File: src/rtl/pr3_pkg.sv
// -----------------------------------------------------------------------------
// pr3_pkg
// Shared definitions for the adc_conditioner front end.
//   FREQ       run rate in Hz; TICKS_DEF is the clk20 cycle count per run
//   WIDTH_DEF  default sample width (signed)
//   FFT_DEF    default log2 of the capture window length
//   acc_width  ACCW = WIDTH + FFT: accumulator width that cannot overflow
//              over one capture window
//   sat        clamps a signed value to the range of a w-bit signed number
// -----------------------------------------------------------------------------
package pr3_pkg;

  localparam int FREQ      = 5000;
  localparam int TICKS_DEF = 20480000 / FREQ;
  localparam int WIDTH_DEF = 14;
  localparam int FFT_DEF   = 11;

  function automatic int acc_width(input int w, input int fft);
    return w + fft;
  endfunction

  // Used for WIDTH+1 -> WIDTH. The argument is carried in 32 bits so one
  // function serves every parameterisation.
  function automatic logic signed [31:0] sat(input logic signed [31:0] x,
                                             input int w);
    logic signed [31:0] hi;
    logic signed [31:0] lo;
    hi = (32'sd1 <<< (w - 1)) - 32'sd1;
    lo = -(32'sd1 <<< (w - 1));
    if (x > hi) return hi;
    if (x < lo) return lo;
    return x;
  endfunction

endpackage

File: src/rtl/adc_conditioner_dc_channel.sv
// -----------------------------------------------------------------------------
// dc_channel
// One antenna: measures the mean over the capture window, then subtracts the
// previous run's mean from every sample, saturates, and tracks clipping.
//   clk20   in   sample clock
//   reset   in   synchronous, active-high
//   sample  in   stage-1 registered raw sample
//   dc_en   in   1: subtract offset, 0: pass raw
//   first   in   sample is n==0 of a run
//   last    in   sample is n==2**FFT-1 (end of capture window)
//   data    out  conditioned sample (registered)
//   clip    out  sticky clip flag of the previous run, updated on first
// -----------------------------------------------------------------------------
module dc_channel
  import pr3_pkg::*;
#(
  parameter int WIDTH = WIDTH_DEF,
  parameter int FFT   = FFT_DEF
) (
  input  logic                    clk20,
  input  logic                    reset,
  input  logic signed [WIDTH-1:0] sample,
  input  logic                    dc_en,
  input  logic                    first,
  input  logic                    last,
  output logic signed [WIDTH-1:0] data,
  output logic                    clip
);

  localparam int ACCW = acc_width(WIDTH, FFT);

  logic signed [ACCW-1:0]  r_acc;
  logic signed [WIDTH-1:0] r_offset_next;
  logic signed [WIDTH-1:0] r_offset_act;
  logic signed [WIDTH-1:0] r_data;
  logic                    r_sticky;
  logic                    r_clip;

  logic signed [ACCW-1:0]  w_acc_base;
  logic signed [ACCW-1:0]  w_sum;
  logic signed [WIDTH-1:0] w_offset;
  logic signed [WIDTH:0]   w_off_eff;
  logic signed [WIDTH:0]   w_diff;
  logic signed [31:0]      w_sat;
  logic                    w_raw_ext;
  logic                    w_clip_now;

  always_comb begin
    w_acc_base = first ? '0 : r_acc;
    w_sum      = w_acc_base + ACCW'(sample);
    // On sample 0 the offset being promoted is used directly, so the new
    // offset is effective on that very sample even when the window's last
    // sample was the previous cycle.
    w_offset   = first ? r_offset_next : r_offset_act;
    w_off_eff  = dc_en ? (WIDTH+1)'(w_offset) : '0;
    w_diff     = (WIDTH+1)'(sample) - w_off_eff;
    w_sat      = sat(32'(w_diff), WIDTH);
    w_raw_ext  = (sample == {1'b1, {(WIDTH-1){1'b0}}}) ||
                 (sample == {1'b0, {(WIDTH-1){1'b1}}});
    w_clip_now = (w_sat != 32'(w_diff)) || w_raw_ext;
  end

  always_ff @(posedge clk20) begin
    if (reset) begin
      r_acc         <= '0;
      r_offset_next <= '0;
      r_offset_act  <= '0;
      r_data        <= '0;
      r_sticky      <= 1'b0;
      r_clip        <= 1'b0;
    end else begin
      // Keeps summing past the window; only the value at 'last' is used and
      // the accumulator restarts on 'first'.
      r_acc <= w_sum;
      if (last) r_offset_next <= WIDTH'(w_sum >>> FFT);
      if (first) begin
        r_offset_act <= r_offset_next;
        r_clip       <= r_sticky;
      end
      r_sticky <= (first ? 1'b0 : r_sticky) | w_clip_now;
      r_data   <= WIDTH'(w_sat);
    end
  end

  assign data = r_data;
  assign clip = r_clip;

endmodule

File: src/rtl/adc_conditioner.sv
// -----------------------------------------------------------------------------
// adc_conditioner
// Sample-domain front end: per-antenna DC removal with saturation, per-run
// clip flags, run-start strobe and run number.
//   clk20         in   20.48 MHz sample clock
//   reset         in   synchronous, active-high
//   sink          in   NSINK raw samples, one per cycle
//   dc_en         in   1: subtract offset, 0: pass raw (offsets still measured)
//   source_start  out  one-cycle pulse aligned with sample 0 of a run
//   source_data   out  NSINK conditioned samples (2-cycle latency)
//   source_clip   out  per-antenna clip flags of the previous run
//   source_run    out  run number, 0 at the first start after reset
// -----------------------------------------------------------------------------
module adc_conditioner
  import pr3_pkg::*;
#(
  parameter int NSINK = 3,
  parameter int WIDTH = WIDTH_DEF,
  parameter int FFT   = FFT_DEF,
  parameter int TICKS = TICKS_DEF
) (
  input  logic                    clk20,
  input  logic                    reset,
  input  logic signed [WIDTH-1:0] sink [0:NSINK-1],
  input  logic                    dc_en,
  output logic                    source_start,
  output logic signed [WIDTH-1:0] source_data [0:NSINK-1],
  output logic [NSINK-1:0]        source_clip,
  output logic [15:0]             source_run
);

  localparam int CW  = (TICKS > 1) ? $clog2(TICKS) : 1;
  localparam int WIN = 2 ** FFT;

  if (TICKS < WIN || TICKS > 65536) begin : g_bad_ticks
    $error("adc_conditioner: TICKS must lie in [2**FFT, 2**16]");
  end

  logic [CW-1:0]           r_cnt;
  logic [CW-1:0]           r_cnt_s1;
  logic                    r_vld_s1;
  logic                    r_dc_en_s1;
  logic signed [WIDTH-1:0] r_sink_s1 [0:NSINK-1];
  logic                    r_start;
  logic                    r_started;
  logic [15:0]             r_run;

  logic                    w_first;
  logic                    w_last;
  logic [NSINK-1:0]        w_clip;

  // Stage 1. r_vld_s1 masks the reset-cleared contents of the stage so that
  // no start is generated in the first cycle after reset.
  always_ff @(posedge clk20) begin
    if (reset) begin
      r_cnt      <= '0;
      r_cnt_s1   <= '0;
      r_vld_s1   <= 1'b0;
      r_dc_en_s1 <= 1'b0;
      for (int i = 0; i < NSINK; i++) r_sink_s1[i] <= '0;
    end else begin
      r_cnt      <= (r_cnt == CW'(TICKS - 1)) ? '0 : r_cnt + CW'(1);
      r_cnt_s1   <= r_cnt;
      r_vld_s1   <= 1'b1;
      r_dc_en_s1 <= dc_en;
      for (int i = 0; i < NSINK; i++) r_sink_s1[i] <= sink[i];
    end
  end

  assign w_first = r_vld_s1 && (r_cnt_s1 == '0);
  assign w_last  = r_vld_s1 && (r_cnt_s1 == CW'(WIN - 1));

  always_ff @(posedge clk20) begin
    if (reset) begin
      r_start   <= 1'b0;
      r_started <= 1'b0;
      r_run     <= '0;
    end else begin
      r_start <= w_first;
      if (w_first) begin
        r_run     <= r_started ? r_run + 16'd1 : 16'd0;
        r_started <= 1'b1;
      end
    end
  end

  for (genvar g = 0; g < NSINK; g++) begin : g_ch
    dc_channel #(
      .WIDTH (WIDTH),
      .FFT   (FFT)
    ) u_ch (
      .clk20  (clk20),
      .reset  (reset),
      .sample (r_sink_s1[g]),
      .dc_en  (r_dc_en_s1),
      .first  (w_first),
      .last   (w_last),
      .data   (source_data[g]),
      .clip   (w_clip[g])
    );
  end

  assign source_start = r_start;
  assign source_clip  = w_clip;
  assign source_run   = r_run;

endmodule

File: config.mk
export PLATFORM = sky130hd
export DESIGN_NAME = adc_conditioner
export DESIGN_NICKNAME = d
export VERILOG_FILES = /design/src/rtl/pr3_pkg.sv /design/src/rtl/adc_conditioner_dc_channel.sv /design/src/rtl/adc_conditioner.sv
export SDC_FILE = /design/constraint.sdc
export NUM_CORES = 1
export LEC_CHECK = 0
export BUFFER_PORTS_ARGS = -buffer_cell sky130_fd_sc_hd__buf_2
export CAP_MARGIN = 20
export CORE_AREA = 2 2 250 252
export DETAILED_ROUTE_END_ITERATION = 7
export DIE_AREA = 0 0 252 254
export GPL_TIMING_DRIVEN = 0
export MAX_ROUTING_LAYER = met4
export PLACE_DENSITY = 0.38
export SYNTH_ARGS = -nofsm -noshare
export SYNTH_HDL_FRONTEND = slang
export SYNTH_SLANG_ARGS = --single-unit
File: constraint.sdc
create_clock -name clk20 -period 8.9 [get_ports clk20]
set_clock_uncertainty 0.05 [all_clocks]
set_input_delay 0.89 -clock clk20 [delete_from_list [all_inputs] [get_ports clk20]]
set_output_delay 0.89 -clock clk20 [all_outputs]
set_load 0.01 [all_outputs]
==> impl_results.md <==
* GRT overflow at 0
* Area leader, netlist: dfxtp_1
* Total CTS buffers at 37
* Worst-path clk slew at 0.05 ns
* Critical path peak fanout at 10
* RR Endpoint: g_ch[2].u_ch.r_acc[24]
* Slew Viols, Final at 0
* Hold WC Path Type: reg -> reg
* Setup TNS at 0 ns
* Synth Area in Compound Gates at 15.50%
* Kind of end point of the critical path: register
* Gate power share at 15.5%
* Post-Synth XOR/XNOR Area at 6.477%
* Worst IR drop on VDD at 0.1057 mV
* DR vias at 12290
* Post-synth top area share at between 30% and 40%
* DIE HEIGHT at 254 µm
* DP Area at 0.01667 mm²
* Peak Freq at about 180 MHz
* Relative slew margins at 27.18%
* RSZ-0062 raised after global routing: no
* Fillers at 6592
* Total track usage at 15.07%
* Core footprint at about 0.061 mm²
* Final Power at roughly 0.0036 W
* Starting Density at 24.72%
* Setup violations, final at 0
* Grt peak-use layer: met2
* Die width at 252 µm
* Post-Route WL at 46650 µm
* Most used DFF post-synth: dfxtp_1
* First-pass GRT wire length at 71630 µm
* Mapped Area at around 0.015 mm²
* Int Power at approximately 0.0026 W
* Hold Path End: g_ch[2].u_ch.r_offset_next[9]
* Worst reg2reg path startpoint: r_vld_s1
* GPL Wtd Cong at 0.8069
* Worst-Skew Late Latency at 0.56 ns
* Pwr Density at 200.2 mW/mm²
* Synth Register Bits at 293
* Area growth syn-to-layout at 18.65%
* Post-cts resize count at 0
* Adder-Cell Fraction of Synth Area at about 11%
* Antenna violations before repair at 0
* Synth cell types at 73
* Syn_area_per_cell at 8.810 µm²
* Post-CTS setup buffer count at 0
* Hold path depth at 2
* Final nets at 2038
* Site Rows at 91
* CTS tree: done
* Flop2flop setup slack at 3.39 ns
* Worst-case clock buffer depth at 3
* Clock Power Share at 44.4%
* 1st-pass router iterations at 5
* Synth area leaders: dfxtp_1 (39%), ha_1 (10%), and2_1 (4.2%)
* R2R cell count at 18
* Req. time, crit path at 9.32 ns
* Largest family of logic cells by synthesized area: simple AND/OR/NAND/NOR gates
* Run status: completed
* YS warnings at 0
* Met1 usage at 19.56%
* Hold_buf cts at 0
* Vias in the first global route at 12100
* DR vias/cell at 4.586
* Min cycle time layout at 5.514 ns
* Clk root buf: clkbuf_16
* Final worst-path cycle share at 61.95%
* Sw Share at 27.49%
* Hold Vio Cnt, Final at 0
* Drt initial violations at 564
* Net Sw Power at 0.0009887 W
* Post-route cell area at about 0.018 mm²
* Post-synth EDFFs at 0
* Post-DP HPWL at ~35000 µm
* Port bufs at 105
* H-tree depth at 2
* M3 GR Usage at 2.223%
* Share of cells above drive strength 1 at a little over a tenth
* Crit path arrival time at 5.93 ns
* Syn Inst Count at 1719
* Full die area at 0.06401 mm²
* Met2 Usage GRT at 24.09%
* Crit path launch type: register
* WS Path Type: reg -> reg
* Simple-Gate Fraction of Synth Area at between 20% and 30%
* Diodes inserted at 0
* Reported leakage power at 7.613 nW
* DRC at 0
* Max Cap Viol at 0
* Clock Sinks at 293
* Mapped Nets at 1892
* Sequential power share at 40.1%
* Post-synthesis mux area share at 2.925%
* FFs w/ async S/R, synth at 0%
* Worst Tran Pin Value at 1.092 ns
* Average wire per standard cell at 17.40 µm
* Post-synthesis sequential area ratio at 38.73%
* Worst Hold Launch: g_ch[2].u_ch.r_offset_next[9]
* Post-route ant nets at 0
* IO Pins at 107
* Pin count of the biggest net entering global routing at 16
[power groups by stage]
stage          registers, W  logic (W)  clock network, W
3_5_place_dp        0.00147   0.000564                 0
2_1_floorplan       0.00147   0.000373                 0
5_1_grt             0.00145   0.000625           0.00171
4_1_cts             0.00144   0.000568           0.00166
6_report            0.00144   0.000559           0.00160
3_3_place_gp        0.00147   0.000564                 0
[critical path: stages (launching register included)]
cell and delay (ns):
dfxtp_1 0.30, nor2b_1 0.13, nand4_1 0.07, clkbuf_1 0.49, clkbuf_1 0.74, clkbuf_1 0.69
and2_1 0.23, ha_1 0.21, inv_1 0.07, fa_1 0.37, nor2b_1 0.21, o31a_1 0.23
a41oi_2 0.22, o21ai_1 0.30, a31o_2 0.25, a31oi_4 0.11, o21ai_1 0.20, mux2_1 0.37
nor3_1 0.16
[layer usage]
| layer | vias up | routed length (µm) | part of all wire [%] |
|---|---|---|---|
| li1 | 6266 | - | - |
| met4 | 0 | 1239 | 2.7 |
| met1 | 5754 | 22670 | 49 |
| met2 | 210 | 21110 | 45 |
| met3 | 64 | 1623 | 3.5 |
| met5 | - | 0 | 0 |
[registers in the layout (all words and copies together), names as in the netlist]
register                 count
r_dc_en_s1                   1
r_sink_s1                   42
r_cnt_s1                    12
r_vld_s1                     1
source_start                 1
g_ch.u_ch.r_offset_next     42
g_ch.u_ch.r_sticky           3
r_started                    1
g_ch.u_ch.r_acc             75
g_ch.u_ch.clip               3
g_ch.u_ch.r_offset_act      42
source_run                  16
r_cnt                       12
g_ch.u_ch.data              42
[per-stage QoR]
stage,worst slack (ns),util [%],cells,hold slack [ns]
final,3.386,29.33,2681,0.4042
after CTS,3.314,29.31,2680,0.4053
after detailed placement,3.339,27.22,2615,0.3970
after global routing,2.948,29.33,2681,0.4241
after global placement,3.352,27.19,2614,0.3931
after floorplan,4.844,-,1719,0.3819
[Yosys cell counts (16+ instances only)]
master and count:
dfxtp_1 293, nor2_1 152, nand2_1 134, ha_1 122
a21oi_1 116, and2_1 101, nor2b_1 74, o21ai_0 62
clkbuf_1 60, nand2b_1 58, xnor2_1 58, xor2_1 54
inv_1 43, mux2i_1 42, a21o_1 38, nand3_1 32
o21ai_1 29, nor3_1 25, a211oi_1 23, nand4_1 19
and3_1 17, nor4_1 16
[cell usage in the layout, fill, tap and decap left out, drive strengths merged, types with 11 or more instances in the layout]
cell,netlist,final
nor2,152,152
nor4,17,17
nor2b,74,74
a21o,38,38
inv,43,44
xor2,54,54
nand2b,58,58
clkbuf,60,110
nor3,25,25
ha,122,122
a211oi,23,23
buf,9,116
mux2i,42,42
or3,11,11
and3,17,17
nand3,33,33
xnor2,58,58
a21oi,117,117
o211ai,12,12
dfxtp,293,293
nand4,19,19
nand2,134,134
o21ai,103,103
and2,101,101
[how the worst max path moves through the flow]
stage                 startpoint                             end  cells past startpoint
CTS                     r_vld_s1          g_ch[2].u_ch.r_acc[24]                     18
finish                  r_vld_s1          g_ch[2].u_ch.r_acc[24]                     18
global placement        r_vld_s1  g_ch[0].u_ch.r_offset_next[13]                     16
floorplan           r_cnt_s1[10]           g_ch[0].u_ch.data[10]                     19
detailed placement      r_vld_s1          g_ch[2].u_ch.r_acc[24]                     18
global route            r_vld_s1          g_ch[2].u_ch.r_acc[24]                     18
[cell families after synthesis]
group           Yosys count
flops                   293
simple gates            664
xor+xnor                112
compound gates          366
fa+ha+maj               128
mux                      44
buf+inv                 112
[area by class of cell]
| class | instances | area, µm² | area share (%) |
|---|---|---|---|
| well taps | 790 | 988.4 | 5.501 |
| plain buffers | 69 | 282.8 | 1.574 |
| clock inverters | 15 | 212.7 | 1.184 |
| inverters | 43 | 161.4 | 0.8983 |
| repair buffers | 107 | 555.5 | 3.092 |
| multi-input cells | 1314 | 8835 | 49.17 |
| clock buffers | 50 | 1067 | 5.940 |
| flip-flops and latches | 293 | 5866 | 32.64 |
(Power assumes the default switching activity.)
